$ cat src/rtl/game_ctrl.sv
// Game sequencer: debounced start/move button, IDLE/PLAY/DEAD/DONE flow,
// timed game-over freeze and best-score register.
module game_ctrl #(
    parameter int unsigned DEBOUNCE_CYCLES = 250000,
    parameter int unsigned DEAD_CYCLES     = 50000000
) (
    input  logic       clk,
    input  logic       rst_n,
    input  logic       btn_raw,
    input  logic       collision,
    input  logic [6:0] score,
    output logic       move_btn,
    output logic       play_reset,
    output logic [1:0] state,
    output logic       game_over,
    output logic [6:0] high_score
);

    typedef enum logic [1:0] {
        S_IDLE = 2'b00,
        S_PLAY = 2'b01,
        S_DEAD = 2'b10,
        S_DONE = 2'b11
    } state_t;

    localparam logic [19:0] DB_LAST   = 20'(DEBOUNCE_CYCLES - 1);
    localparam logic [25:0] DEAD_LAST = 26'(DEAD_CYCLES - 1);

    logic        r_sync1;
    logic        r_sync2;
    logic        r_btn_db;
    logic        r_btn_db_q;
    logic [1:0]  r_arm_dly;
    logic        r_armed;
    logic [19:0] r_db_cnt;
    logic [25:0] r_dead_cnt;
    logic [6:0]  r_high_score;
    state_t      r_state;
    state_t      w_state_nxt;
    logic        w_press;
    logic        w_dead_end;
    logic        w_die;

    // Presses are only honoured once the button has been seen released after
    // reset, so a button held through rst_n release never starts a game.
    assign w_press    = r_btn_db & ~r_btn_db_q & r_armed;
    assign w_dead_end = (r_dead_cnt == DEAD_LAST);
    assign w_die      = (r_state == S_PLAY) & collision;

    always_ff @(posedge clk or negedge rst_n) begin
        if (!rst_n) begin
            r_sync1    <= 1'b0;
            r_sync2    <= 1'b0;
            r_btn_db   <= 1'b0;
            r_btn_db_q <= 1'b0;
            r_arm_dly  <= '0;
            r_armed    <= 1'b0;
            r_db_cnt   <= '0;
        end else begin
            r_sync1    <= btn_raw;
            r_sync2    <= r_sync1;
            r_btn_db_q <= r_btn_db;
            r_arm_dly  <= {r_arm_dly[0], 1'b1};
            if (r_arm_dly[1] && !r_sync2) begin
                r_armed <= 1'b1;
            end
            if (r_sync2 == r_btn_db) begin
                r_db_cnt <= '0;
            end else if (r_db_cnt == DB_LAST) begin
                r_btn_db <= r_sync2;
                r_db_cnt <= '0;
            end else begin
                r_db_cnt <= r_db_cnt + 20'd1;
            end
        end
    end

    always_ff @(posedge clk or negedge rst_n) begin
        if (!rst_n) begin
            r_dead_cnt <= '0;
        end else if (w_die) begin
            r_dead_cnt <= '0;
        end else if (r_state == S_DEAD) begin
            r_dead_cnt <= w_dead_end ? '0 : r_dead_cnt + 26'd1;
        end
    end

    always_ff @(posedge clk or negedge rst_n) begin
        if (!rst_n) begin
            r_high_score <= '0;
        end else if (w_die && (score > r_high_score)) begin
            r_high_score <= score;
        end
    end

    always_ff @(posedge clk or negedge rst_n) begin
        if (!rst_n) begin
            r_state <= S_IDLE;
        end else begin
            r_state <= w_state_nxt;
        end
    end

    always_comb begin
        w_state_nxt = r_state;
        play_reset  = 1'b0;
        move_btn    = 1'b0;
        case (r_state)
            S_IDLE: begin
                play_reset = 1'b1;
                if (w_press) w_state_nxt = S_PLAY;
            end
            S_PLAY: begin
                move_btn = r_btn_db;
                if (collision) w_state_nxt = S_DEAD;
            end
            S_DEAD: begin
                if (w_dead_end) w_state_nxt = S_DONE;
            end
            S_DONE: begin
                if (w_press) w_state_nxt = S_IDLE;
            end
            default: w_state_nxt = S_IDLE;
        endcase
    end

    assign state      = r_state;
    assign game_over  = r_state[1];
    assign high_score = r_high_score;

endmodule
$ cat config.mk
export PLATFORM = sky130hd
export DESIGN_NAME = game_ctrl
export DESIGN_NICKNAME = d
export VERILOG_FILES = /design/src/rtl/game_ctrl.sv
export SDC_FILE = /design/constraint.sdc
export NUM_CORES = 1
export LEC_CHECK = 0
export CORE_MARGIN = 2
export CORE_UTILIZATION = 35
export DETAILED_ROUTE_END_ITERATION = 8
export HOLD_SLACK_MARGIN = 0.15
export PLACE_DENSITY = 0.59
export SLEW_MARGIN = 40
export SYNTH_ARGS = -nofsm -noshare
export SYNTH_HDL_FRONTEND = slang
export SYNTH_SLANG_ARGS = --single-unit
$ cat constraint.sdc
create_clock -name clk -period 1.9 [get_ports clk]
set_input_delay 0.285 -clock clk [delete_from_list [all_inputs] [get_ports clk]]
set_output_delay 0.285 -clock clk [all_outputs]
set_load 0.02 [all_outputs]
Yosys cells after proc, flatten, opt, wreduce, memory -nomap -nowiden

Index checks and enable logic that the tools add are counted.

Multiply operators: 0
Reduce and logical (&&, ||, !) cells: 7
Add/sub/neg operators: 2
Bitwise operators: 5
Shift-type cells: 0
Equal/unequal tests: 10
Order comparisons: 1
Divide/modulo/power cells: 0
Multiplexer cells: 12

Operators with widths:

| kind                    | count |
|---|---|
| $mux W26                | 3 |
| $mux W20                | 2 |
| $add A26 B1 Y26 const B | 1 |
| $eq A26 B26 Y1 const B  | 1 |
| $add A20 B1 Y20 const B | 1 |
| $eq A20 B18 Y1 const B  | 1 |
| $mux W2                 | 4 |
| $ne A2 B2 Y1 const B    | 4 |
| $pmux W2 S4             | 1 |
| $gt A7 B7 Y1            | 1 |
| $eq A2 B2 Y1 const B    | 2 |
| $reduce_and A4 Y1       | 1 |
| $and A1 B1 Y1           | 3 |
| $eq A2 B1 Y1 const B    | 1 |
| $logic_and A1 B1 Y1     | 2 |
| $logic_not A2 Y1        | 1 |
| $mux W1                 | 2 |
| $not A1 Y1              | 2 |
| $reduce_and A2 Y1       | 1 |
| $reduce_bool A2 Y1      | 1 |
| $eq A1 B1 Y1            | 1 |
| $logic_not A1 Y1        | 1 |

Register bits: 62
Logic and storage cells: 47
RAM bits: 0
Input bits: 11
Latch bits: 0
Bits in read-only memories: 0
Memories: 0

Longest topological paths before layout

Word-level depth: 5
Depth in mapped cells: 8
Gate-level depth less buffers: 7

Worst setup path after synthesis

OpenSTA, ideal clock, no wires.

Path kind: reg2reg
Start point: register r_high_score[4], in the netlist high_score[4]
End point: register r_high_score[0], in the netlist high_score[0]
Clock period less this slack: 2057 ps
Stages on the path, launching flop included: 8
Path slack: -157 ps
Arrival time: 1932 ps
Data required time: 1775 ps
Library setup time: 125 ps
Path through: dfrtp_1 inv_1 ha_1 a21oi_1 nor2_1 a211o_1 o21bai_1 mux2_2

Word-level cells in the longest chain between the ends: 2

RTL lines:

| what                   | RTL line | text |
|---|---|---|
| from (decl)            | 37       | `logic [6:0] r_high_score;` |
| from (signal assigned) | 92       | `r_high_score <= score;` |
| $gt A7 B7 Y1           | 91       | `end else if (w_die && (score > r_high_score)) begin` |
| $logic_and A1 B1 Y1    | 91       |  |

No other way between the ends.
A chain may end at the register's enable or synchronous reset.

Final worst setup path

Start point: input score[4]
End point: register r_high_score[5], in the netlist high_score[5]

Word-level cells in the longest chain between the ends: 2

RTL lines:

| what                | RTL line | text |
|---|---|---|
| from (decl)         | 11       | `input logic [6:0] score,` |
| $gt A7 B7 Y1        | 91       |  |
| $logic_and A1 B1 Y1 | 91       |  |

No other way between the ends.

==> impl_summary.txt <==
----------------------------------------------------
[Outcome]
  Status ... finished, violations left
  Violations in the final reports ... setup timing

[Yosys]
  Synthesized flop and latch total ... 62
  Synth Area per Inst ... 9.85 µm²
  Syn Inst Count ... between 300 and 400
  Yosys top cell area share ... between 40 and 50%
  Cell type contributing the most total cell area after synthesis ... sky130_fd_sc_hd__dfrtp_1
  Leading post-synthesis cells by cell area ... sky130_fd_sc_hd__dfrtp_1, sky130_fd_sc_hd__xor2_1, sky130_fd_sc_hd__ha_1
  Area of the mapped netlist ... 3270 µm²
  Cell variety after synth ... 39
  Synth warnings ... 0
  Net count after synthesis ... roughly 360
  Portion of the post-synthesis area used by sequential elements ... 47.5%

[Pwr]
  Cell Pwr Density ... about 600 nW/µm²
  Static leakage ... 0.00185 µW
  Pwr Total ... between 2000 and 3000 µW
  Largest vdd supply drop ... ~0.34 mV

[Routing]
  Average vias per placed instance ... slightly above 5
  Avg WL per Cell ... between 10 and 15 µm
  Detailed-route DRC error count ... 0
  Routed Wire Length ... 6.91 mm
  Count of routing violations after the opening detailed-route iteration ... between 90 and 100
  First drt pass iteration count ... 4
  Vias after detailed routing ... approximately 2600
  Number of antenna-violating nets in the routed design ... 0

[Layout]
  Register Area ... 1550 µm²
  Number of nets in the layout ... approximately 420
  Leading cell types in the layout, fill and taps excluded ... sky130_fd_sc_hd__dfrtp_1, sky130_fd_sc_hd__nor2_1, sky130_fd_sc_hd__buf_4
  Area growth, synth to finish ... 28.7%
  Most frequent standard cell in the layout excluding fill and tap cells ... sky130_fd_sc_hd__dfrtp_1
  Post-Route Utilization ... approximately 46%
  Fraction of final layout cells with drive strength greater than 1 ... between 20% and 30%
  Fillers ... 878
  Number of diodes added for antenna fixing ... 0
  Area of the multi-input gates ... ~1700 µm²

[Timing]
  Final setup margin ... -0.0377 ns
  Worst setup skew after layout ... 0.00249 ns
  Setup TNS ... -0.163 ns
  Shortest clock period the worst path allows after layout ... 1.94 ns
  Final setup vio count ... 6
  Max Transition Viols Final ... 0
  Final hold vios ... 0
  Setup repair after global routing missed its margin ... true
  Post-route fraction of the period consumed by the critical path ... 102%
  WHS ... around 0.32 ns
  Highest clock rate ... ~520 MHz

[Floorplanning]
  DIE HEIGHT ... 101 µm
  Cell row count ... 35
  Top-level port count ... 23
  Horizontal die dimension ... between 100 and 150 µm
  Initial standard-cell utilization of the core ... between 30% and 40%
  Core footprint ... 9150 µm²
  Die area ... roughly 10000 µm²

[Setup path]
  Maximum single-stage delay on the critical path ... around 0.54 ns
  Capturing element type of the critical path ... register
  Worst path slowest cell ... sky130_fd_sc_hd__clkdlybuf4s50_1
  Bufs and invs on worst path ... 1
  Category of the worst setup path launch point ... input port
  Worst EP required ... roughly 2.1 ns
  Worst Path Class, Setup ... input port to register
  Critical path, cell by cell ... clkdlybuf4s50_1 > ha_4 > a21oi_2 > nor2_1 > a211o_1 > o21bai_4 > mux2_2
  Crit-path max FO ... 7
  CP top delay family ... compound AO/OA/AOI/OAI gates
  Worst path arrival time ... approximately 2.2 ns

[Clock network]
  Clock slew at the register clock pins of the worst setup and hold paths ... 0.07 ns
  Maximum buffer depth of the clock tree ... 2
  Clock root buffer ... sky130_fd_sc_hd__clkbuf_8
  TritonCTS Sinks ... 62
  Total clock buffers created by CTS ... 9
  Total number of H-tree levels ... 3
  Clock latency on the worst-skew pair ... about 0.34 ns
  TritonCTS clock tree ... done

[Global route]
  Total track usage ... between 10% and 20%
  First-pass GRT wire length ... 11.7 mm
  Vias in the first global route ... between 2000 and 3000
  Initial antenna violation count ... 0
  Pin count of the biggest net entering global routing ... 30
  GRT overflow ... 0

[Placed design]
  Port-buffer cells ... 22
  Gp weighted congestion ... 0.791
  DP Wirelength ... roughly 5.0 mm

[Job]
  Max-cap violations ... 0

[Min path]
  Type of the worst min-delay path ... input port to async pin

----------------------------------------------------
==> synthesized netlist by cell type <==
master                     number
sky130_fd_sc_hd__or2_2          2
sky130_fd_sc_hd__nand2_1       19
sky130_fd_sc_hd__a21oi_1       11
sky130_fd_sc_hd__buf_2          3
sky130_fd_sc_hd__or3_1          2
sky130_fd_sc_hd__a211o_1        1
sky130_fd_sc_hd__mux2_2         9
sky130_fd_sc_hd__a21oi_4        1
sky130_fd_sc_hd__and3_1        11
sky130_fd_sc_hd__xor2_1        24
sky130_fd_sc_hd__dfrtp_1       62
sky130_fd_sc_hd__nand4_2        1
sky130_fd_sc_hd__nor4_1         5
sky130_fd_sc_hd__o21bai_1       1
sky130_fd_sc_hd__buf_4          2
sky130_fd_sc_hd__nand2b_1       2
sky130_fd_sc_hd__and2_1         4
sky130_fd_sc_hd__ha_1          14
sky130_fd_sc_hd__a31oi_1        1
sky130_fd_sc_hd__inv_1         14
sky130_fd_sc_hd__nand3_1       30
sky130_fd_sc_hd__nor4b_1        2
sky130_fd_sc_hd__clkbuf_1       5
sky130_fd_sc_hd__nand3b_1       3
sky130_fd_sc_hd__o32a_1         1
sky130_fd_sc_hd__o21ai_2        1
sky130_fd_sc_hd__a21o_1         1
sky130_fd_sc_hd__nor4b_2        2
sky130_fd_sc_hd__nand4_1       18
sky130_fd_sc_hd__xnor2_1       12
sky130_fd_sc_hd__buf_6          1
sky130_fd_sc_hd__nor3_1         7
sky130_fd_sc_hd__o21ai_0        5
sky130_fd_sc_hd__nor2b_1        1
sky130_fd_sc_hd__and4_1         6
sky130_fd_sc_hd__nor2_1        44
sky130_fd_sc_hd__or4_1          2
sky130_fd_sc_hd__mux2_1         1
sky130_fd_sc_hd__conb_1         1
==> area by class of cell <==
| cell class | instances | share of cell area (%) |
|---|---|---|
| Multi-Input combinational cell | 245 | 40.5 |
| Clock inverter | 7 | 1.78 |
| Inverter | 14 | 1.25 |
| Clock buffer | 9 | 2.94 |
| Tap cell | 111 | 3.30 |
| Sequential cell | 62 | 36.9 |
| Timing Repair Buffer | 65 | 13.4 |
==> through the flow <==
| step | setup slack (ns) | std cells | instance area [µm²] |
|---|---|---|---|
| final | -0.0377 | 513 | 4210 |
| after global placement | -0.288 | 495 | 3920 |
| after detailed placement | -0.297 | 495 | 3920 |
| after CTS | -0.0548 | 512 | 4140 |
| after global routing | -0.0775 | 513 | 4210 |
| after floorplan | 0.00893 | 332 | 3290 |
==> flip-flops by register name, indices dropped and copies added, names as in the netlist <==
register    count
r_btn_db        1
state           2
r_sync2         1
r_btn_db_q      1
r_sync1         1
high_score      7
r_dead_cnt     26
r_arm_dly       2
r_armed         1
r_db_cnt       20
==> final timing paths <==
check | startpoint | end | slack (ns) | cells past startpoint
setup / recovery | score[4] | high_score[5] | -0.04 | 7
hold / removal | rst_n | r_dead_cnt[21] | 0.32 | 2
setup reg to reg | r_dead_cnt[8] | state[1] | -0.02 | 5
hold reg to reg | r_arm_dly[0] | r_arm_dly[1] | 0.35 | 0
max in group asynchronous | rst_n | r_db_cnt[4] | 0.99 | 3
min in group clk | r_arm_dly[0] | r_arm_dly[1] | 0.35 | 0
==> where the power goes <==
part,total (µW),switching (µW),internal [µW]
Clock,1160,552,606
Combinational,99.3,55.2,44.1
Sequential,1330,6.25,1330
Total,2590,613,1980
==> metal layers <==
layer / GRT usage, % / wire length, µm
met1: 18.6 / 3190
met2: 23.8 / 3340
met3: 4.44 / 268
met4: 6.43 / 109
met5: 0 / 0
==> worst reg2reg max path, delay by kind of cell, from the launching register on <==
| family | cells | cell delay [ns] |
|---|---|---|
| simple gates | 3 | 0.92 |
| flops | 1 | 0.42 |
| mux | 1 | 0.31 |
| compound gates | 1 | 0.16 |
==> kinds of logic after synthesis <==
logic type	share of synthesized area, %
AOI/OAI and AO/OA	4.44
xor gates and xnor gates	9.64
adders and majority gates	5.36
buffers and inverters	3.44
DFF	47.5
muxes	3.44
other	0.115
and+or+nand+nor	26.1
==> timing repair <==
action / CTS / global route
hold buffers: 1 / 0
setup buffers: 0 / 1
endpoints found under the hold margin: 62 / 0
resized for setup: 5 / 12
setup endpoints to repair: 3 / 13
pin swaps: 4 / 6
cloned: 0 / 0
Power figures use the tool's default switching activity.
